File: src/rtl/verdict_collector.sv
// Captures active-output snapshots of the RTLola monitor into a FIFO and
// serializes each one as a valid/ready beat stream, one beat per active output.
module verdict_collector #(
   parameter int DATA_W  = 64,
   parameter int NUM_OUT = 3,
   parameter int DEPTH   = 8,
   parameter int CNT_W   = 16
) (
   input  logic                      clk,
   input  logic                      rst,
   input  logic                      en,
   input  logic [NUM_OUT*DATA_W-1:0] out_data,
   input  logic [NUM_OUT-1:0]        out_aktv,
   input  logic [63:0]               tag,
   input  logic                      clear,
   output logic                      m_valid,
   input  logic                      m_ready,
   output logic [63:0]               m_tag,
   output logic [7:0]                m_index,
   output logic [DATA_W-1:0]         m_value,
   output logic                      m_last,
   output logic [$clog2(DEPTH):0]    level,
   output logic                      overflow,
   output logic [CNT_W-1:0]          drop_cnt
);

   localparam int AW     = $clog2(DEPTH);
   localparam int SNAP_W = 64 + NUM_OUT + NUM_OUT*DATA_W;

   typedef enum logic {IDLE, EMIT} state_t;

   state_t                    r_state;
   state_t                    w_state_next;
   logic [SNAP_W-1:0]         r_mem [DEPTH];
   logic [AW-1:0]             r_wr_ptr;
   logic [AW-1:0]             r_rd_ptr;
   logic [AW:0]               r_level;
   logic [63:0]               r_tag;
   logic [NUM_OUT-1:0]        r_mask;
   logic [NUM_OUT*DATA_W-1:0] r_data;
   logic                      r_overflow;
   logic [CNT_W-1:0]          r_drop_cnt;

   logic                      w_full;
   logic                      w_empty;
   logic                      w_cap;
   logic                      w_wr;
   logic                      w_drop;
   logic                      w_fire;
   logic                      w_one;
   logic                      w_lastbeat;
   logic                      w_pop;
   logic [7:0]                w_idx;
   logic [NUM_OUT-1:0]        w_lowbit;
   logic [DATA_W-1:0]         w_val;

   // Fullness is judged on the level at cycle start, so a same-cycle pop never makes room.
   assign w_full     = (r_level == (AW+1)'(DEPTH));
   assign w_empty    = (r_level == '0);
   assign w_cap      = en && (|out_aktv);
   assign w_wr       = w_cap && !w_full;
   assign w_drop     = w_cap && w_full;
   assign w_fire     = en && (r_state == EMIT) && m_ready;
   assign w_one      = ($countones(r_mask) == 1);
   assign w_lastbeat = w_fire && w_one;
   assign w_pop      = en && !w_empty && ((r_state == IDLE) || w_lastbeat);

   always_comb begin
      w_idx    = '0;
      w_lowbit = '0;
      w_val    = r_data[DATA_W-1:0];
      for (int i = NUM_OUT-1; i >= 0; i--) begin
         if (r_mask[i]) begin
            w_idx       = 8'(i);
            w_lowbit    = '0;
            w_lowbit[i] = 1'b1;
            w_val       = r_data[i*DATA_W +: DATA_W];
         end
      end
   end

   always_ff @(posedge clk) begin
      if (w_wr) begin
         r_mem[r_wr_ptr] <= {tag, out_aktv, out_data};
      end
   end

   always_ff @(posedge clk or posedge rst) begin
      if (rst) begin
         r_wr_ptr <= '0;
         r_rd_ptr <= '0;
         r_level  <= '0;
      end else begin
         if (w_wr) begin
            r_wr_ptr <= r_wr_ptr + AW'(1);
         end
         if (w_pop) begin
            r_rd_ptr <= r_rd_ptr + AW'(1);
         end
         if (w_wr && !w_pop) begin
            r_level <= r_level + (AW+1)'(1);
         end else if (w_pop && !w_wr) begin
            r_level <= r_level - (AW+1)'(1);
         end
      end
   end

   always_comb begin
      w_state_next = r_state;
      case (r_state)
         IDLE:    if (w_pop) w_state_next = EMIT;
         EMIT:    if (w_lastbeat && !w_pop) w_state_next = IDLE;
         default: w_state_next = IDLE;
      endcase
   end

   always_ff @(posedge clk or posedge rst) begin
      if (rst) begin
         r_state <= IDLE;
         r_tag   <= '0;
         r_mask  <= '0;
         r_data  <= '0;
      end else begin
         r_state <= w_state_next;
         if (w_pop) begin
            {r_tag, r_mask, r_data} <= r_mem[r_rd_ptr];
         end else if (w_fire) begin
            r_mask <= r_mask & ~w_lowbit;
         end
      end
   end

   // A drop in the same cycle as clear wins, leaving a count of one.
   always_ff @(posedge clk or posedge rst) begin
      if (rst) begin
         r_overflow <= 1'b0;
         r_drop_cnt <= '0;
      end else if (en) begin
         if (w_drop) begin
            r_overflow <= 1'b1;
            if (clear) begin
               r_drop_cnt <= CNT_W'(1);
            end else if (r_drop_cnt != '1) begin
               r_drop_cnt <= r_drop_cnt + CNT_W'(1);
            end
         end else if (clear) begin
            r_overflow <= 1'b0;
            r_drop_cnt <= '0;
         end
      end
   end

   assign m_valid  = (r_state == EMIT);
   assign m_tag    = r_tag;
   assign m_index  = w_idx;
   assign m_value  = w_val;
   assign m_last   = w_one;
   assign level    = r_level;
   assign overflow = r_overflow;
   assign drop_cnt = r_drop_cnt;

endmodule

File: config.mk
export PLATFORM = sky130hd
export DESIGN_NAME = verdict_collector
export DESIGN_NICKNAME = d
export VERILOG_FILES = /design/src/rtl/verdict_collector.sv
export SDC_FILE = /design/constraint.sdc
export NUM_CORES = 2
export LEC_CHECK = 0
export BUFFER_PORTS_ARGS = -buffer_cell sky130_fd_sc_hd__buf_2
export CAP_MARGIN = 5
export CORE_MARGIN = 1.5
export CORE_UTILIZATION = 32
export CTS_CLUSTER_DIAMETER = 50
export DETAILED_ROUTE_END_ITERATION = 8
export HOLD_SLACK_MARGIN = 0.08
export PLACE_DENSITY = 0.53
export SETUP_SLACK_MARGIN = 0.5
export SYNTH_ARGS = -nofsm -noshare
export SYNTH_HDL_FRONTEND = slang
export SYNTH_SLANG_ARGS = --single-unit
File: constraint.sdc
create_clock -name clk -period 43.5 [get_ports clk]
set_input_delay 10.875 -clock clk [delete_from_list [all_inputs] [get_ports clk]]
set_output_delay 10.875 -clock clk [all_outputs]
set_load 0.02 [all_outputs]
[Word level (Yosys, flattened, before mapping)]
Memories as Yosys holds them, arrays and structs flattened.
Index checks and enable logic that the tools add are counted.
Storage, ports and cells
  bits in registers: 287
  output and inout port bits: 159
  memories kept: 1
  memory bits (writable): 2072
  logic and storage cells: 71
Memory list
  r_mem: depth 8, width 259, read ports 1, clocked after memory_dff 0, wr ports 1, line 34  | logic [SNAP_W-1:0] r_mem [DEPTH];
Operators by class
  $add $sub $neg: 7
  bitwise operators: 3
  equal/unequal tests: 3
  reduce and logical (&&, ||, !) cells: 24
  mux-type cells: 24
Operator list (number)
  2-to-1 mux 64 bit: 3
  2-to-1 mux 16 bit: 4
  adder 16 x 1 -> 16 bit (second input constant): 1
  inequality test 16 bit (second input constant): 1
  2-to-1 mux 3 bit: 5
  logical AND 1 bit: 11
  2-to-1 mux 4 bit: 2
  2-to-1 mux 8 bit: 1
  nonzero test 2 bit: 4
  adder 3 x 1 -> 3 bit (second input constant): 2
  2-to-1 mux 1 bit: 6
  adder 4 x 1 -> 4 bit (second input constant): 1
  == test 4 bit (second input constant): 1
  zero test 1 bit: 4
  zero test 4 bit: 1
  2-to-1 mux 2 bit: 2
  subtractor 4 x 1 -> 4 bit (second input constant): 1
  adder 2 x 1 -> 3 bit: 1
  bitwise AND 3 bit: 1
  == test 3 x 1 -> 1 bit (second input constant): 1
  inverter 3 bit: 1
  AND reduction 3 bit: 1
  OR reduction 3 bit: 1
  adder 1 x 1 -> 2 bit: 1
  other kinds (4): 4

[Longest topological paths before layout]
  word-level depth: 10
  gate-level depth with buffers: 17

[Least setup slack after synthesis]
Ideal clock, no wire load.
  kind: input -> register
  start: input port out_aktv[2]
  end: memory r_mem[0][0] in the netlist's numbering (enable)
  required time: 41.989 ns
  stages: 3
  path buffers: 0
  setup slack: 6.508 ns
  arrival time: 35.481 ns
  cell sequence: o31a_1 > nand2_1 > nor4_1
Between the ends
  cells in the longest elaborated chain, start to end: 5
RTL lines
  start: declaration: line 13  | input logic [NUM_OUT-1:0] out_aktv,
  OR reduction 3 bit: line 60  | assign w_cap = en && (|out_aktv);
  logical AND 1 bit: line 60
  logical AND 1 bit: line 61  | assign w_wr = w_cap && !w_full;
  2-to-1 mux 1 bit: line 83  | if (w_wr) begin
  2-to-1 mux 1 bit (implied by the code): line 84  | r_mem[r_wr_ptr] <= {tag, out_aktv, out_data};
  end: declaration: line 34
Every way passes these cells.

[Worst setup path after layout]
  start: register r_mask[1]
  end: output port m_value[63]
Between the ends
  cells in the longest elaborated chain, start to end: 2
RTL lines
  start: declaration: line 39  | logic [NUM_OUT-1:0] r_mask;
  start signal: assignment: line 126  | {r_tag, r_mask, r_data} <= r_mem[r_rd_ptr];
  start signal: assignment: line 128  | r_mask <= r_mask & ~w_lowbit;
  2-to-1 mux 64 bit (2 in series): line 73  | if (r_mask[i]) begin
  end: declaration: line 20  | output logic [DATA_W-1:0] m_value,
Every way passes these cells.

==> reports/metrics.cfg <==
[sta]
fin_crit_ns=15.44
fin_setup_tns_ns=0
setup_violations=0
fin_ws_ns=28.06
hold_viol_final=0
clock_skew_ns=0.03924
rsz0062_at_grt=false
period_share=0.3548
max_freq_mhz=64.78
relSlewSlack=0.2463
tightest_slew_ns=1.119
slew_viol_final=0
hold_ws_ns=0.5055

[synth]
syn-instance-count=4238
synth_area_leaders=edfxtp_1, mux4_2, dfrtp_1, mux2i_1, a21oi_1
synth_top_area_frac=0.6996
synthXorXnorAreaFrac=0.0007879
avgSynthCellArea_sq_um=20.98
yosys_register_bits=2359
synth_fa_ha_area_frac=0.001294
syn_area_sq_um=88930
synth_ff_type=edfxtp_1
synth_enable_flop_cells=2072
synth.distinct_cells=56
synthMuxAreaShare=0.1605
yosys.area_share.simple=0.01828
synth_compound_area_frac=0.02697
synth_top_family_by_area=multiplexers
ys.warnings.count=0
synth.largest_area_cell=edfxtp_1
yosysSeqAreaShare=0.7804
synth-async-reset-ratio=0.1217

[global_route]
antenna_found_initial=117
grt_pass1_vias=44570
grt_pass1_wl_um=319500
grt_max_degree=137
grt_usage=0.1562
grt-ovfl-total=0

[clock_tree]
root_buffer=clkbuf_16
cts_setup_buffers=0
clk_pin_slew_worst_paths_ns=0.05
cts.sinks=2359
cts_tree=done
cts_buffers=302
cts_hold_buf=0
clock_latency_ns=0.89
cts_buffer_depth=4
cts.repair.resized=0
htree_levels=5

[placed_design]
place_ws_ns=27.79
io_buffers=416
place_area_sq_um=95510
gp_congestion=0.7395
hpwl_um=124200

[setup_path]
critPathCaptureType=primary output
cp_data_required_time_ns=32.62
crit_arrival_ns=4.56
critical_path.startpoint=r_mask[1]
crit_type=reg -> out
critPathLaunchType=flip-flop
path_max_fanout=43
reg2reg_depth=11
rr_startpoint=r_mask[1]

[die]
die_w_um=530.2
die_area_sq_um=281100
core_sq_um=276500
start_util=0.3216
fp-row-count=193
die_h_um=530.2
ios=423

[finish]
nFillCells=24960
fin_area_sq_um=105900
fin_util=0.3830
areaGrowthSynthToFinish_pct=19.09
layout-drive-gt1-share=0.3008
multiInputGateArea_sq_um=18580
regArea_sq_um=69420
finalNetCount=5074

[detailed_routing]
via_per_inst=4.898
vias=43030
antenna_left=0
avgRoutedWirePerCell_um=25.32
drc=0
drtPass1Iterations=5
totalWireLength_um=222500
drt_iter0_markers=2947

[power_and_ir_drop]
peakVddDrop_uv=54.04
p_per_area_nw_per_um2=69.84
leakagePower_nw=34.90

[worst_hold_path]
min_from=overflow
min_path_cells=1
hp-class=reg -> reg

[status]
status=complete, no violations

[run]
cap_violations=0

[per-layer routing]
layer / vias up / global-route usage / routed length (um)
met3: 468 / 0.03940 / 14770
met5: - / 0 / 515
met2: 1094 / 0.2587 / 109000
li1: 18520 / - / -
met1: 22860 / 0.2016 / 91910
met4: 84 / 0.04669 / 6273
[cell usage in the layout, fill, tap and decap left out, types with 21 or more instances in the layout]
master and instances:
nand2_1 93, diode_2 27, clkbuf_8 21, mux2i_1 259
mux4_2 518, clkinv_2 41, nor2_1 269, clkinvlp_4 25
clkbuf_1 47, inv_6 24, dfrtp_1 282, clkinv_1 24
bufinv_16 29, buf_4 64, clkbuf_16 306, a21oi_1 260
a22oi_1 64, buf_2 416, o21ai_0 70, edfxtp_1 2072
[critical path: stages, from the launching register on]
cell	delay [ns]
dfrtp_4	0.70
nor2_4	0.76
buf_4	0.73
a22oi_1	0.16
o21ai_0	0.91
buf_2	0.32
[kinds of logic after synthesis]
logic type               after synthesis
buffers and inverters                249
adder cells (fa/ha/maj)                8
other                                  1
multiplexers                         778
AND/OR/NAND/NOR                      404
AO/OA/AOI/OAI                        431
flip-flops                          2359
XOR/XNOR                               8
[area by class of cell]
class	instances	area share
flip-flops and latches	2359	0.6555
diodes	27	0.0006380
clock inverters	182	0.02086
multi-input cells	1635	0.1754
repair buffers	493	0.02665
clock buffers	374	0.07670
inverters	11	0.0004607
well taps	3705	0.04377
[cell usage after synthesis, types with 2 or more instances]
master,instances
edfxtp_1,2072
mux4_2,518
dfrtp_1,287
nor2_1,273
a21oi_1,261
mux2i_1,259
clkbuf_1,119
nand2_1,93
o21ai_0,70
buf_2,65
a22oi_1,64
buf_1,46
a31oi_1,11
inv_1,10
nor3_1,9
buf_4,7
nand3_1,7
ha_1,6
xnor2_1,6
nand4_1,5
o21ai_1,5
o31ai_1,3
a211o_1,2
a21o_1,2
and3_1,2
fa_1,2
nand2b_1,2
o211ai_1,2
o22a_1,2
xor2_1,2
[registers in the layout, indices dropped and copies added, names as in the netlist]
| register | count |
|---|---|
| r_mem | 2072 |
| r_data | 192 |
| m_tag | 64 |
| drop_cnt | 16 |
| level | 4 |
| r_mask | 3 |
| r_rd_ptr | 3 |
| r_wr_ptr | 3 |
| m_valid | 1 |
| overflow | 1 |
[per-stage QoR]
step | power, mW | cells
finish | 7.397 | 8786
global route | 7.752 | 8764
floorplan | 4.439 | 4243
detailed placement | 4.991 | 8203
global placement | 4.973 | 8203
CTS | 7.545 | 8759
[report_power, final]
part           internal (mW)  leakage (nW)  switching, mW
Clock                   1.53          4.98          0.999
Sequential              2.86          22.0          0.183
Combinational          0.749          7.91           1.08
[path summary, 6_finish.rpt]
path                       slack [ns]          end
hold reg to reg                  0.51     overflow
max in group asynchronous       31.76  r_data[167]
min in group asynchronous       10.08  drop_cnt[6]
hold / removal                   0.51     overflow
setup / recovery                28.06  m_value[63]
setup reg to reg                37.53     m_tag[4]
No activity file was read; power rests on OpenSTA's default activity.
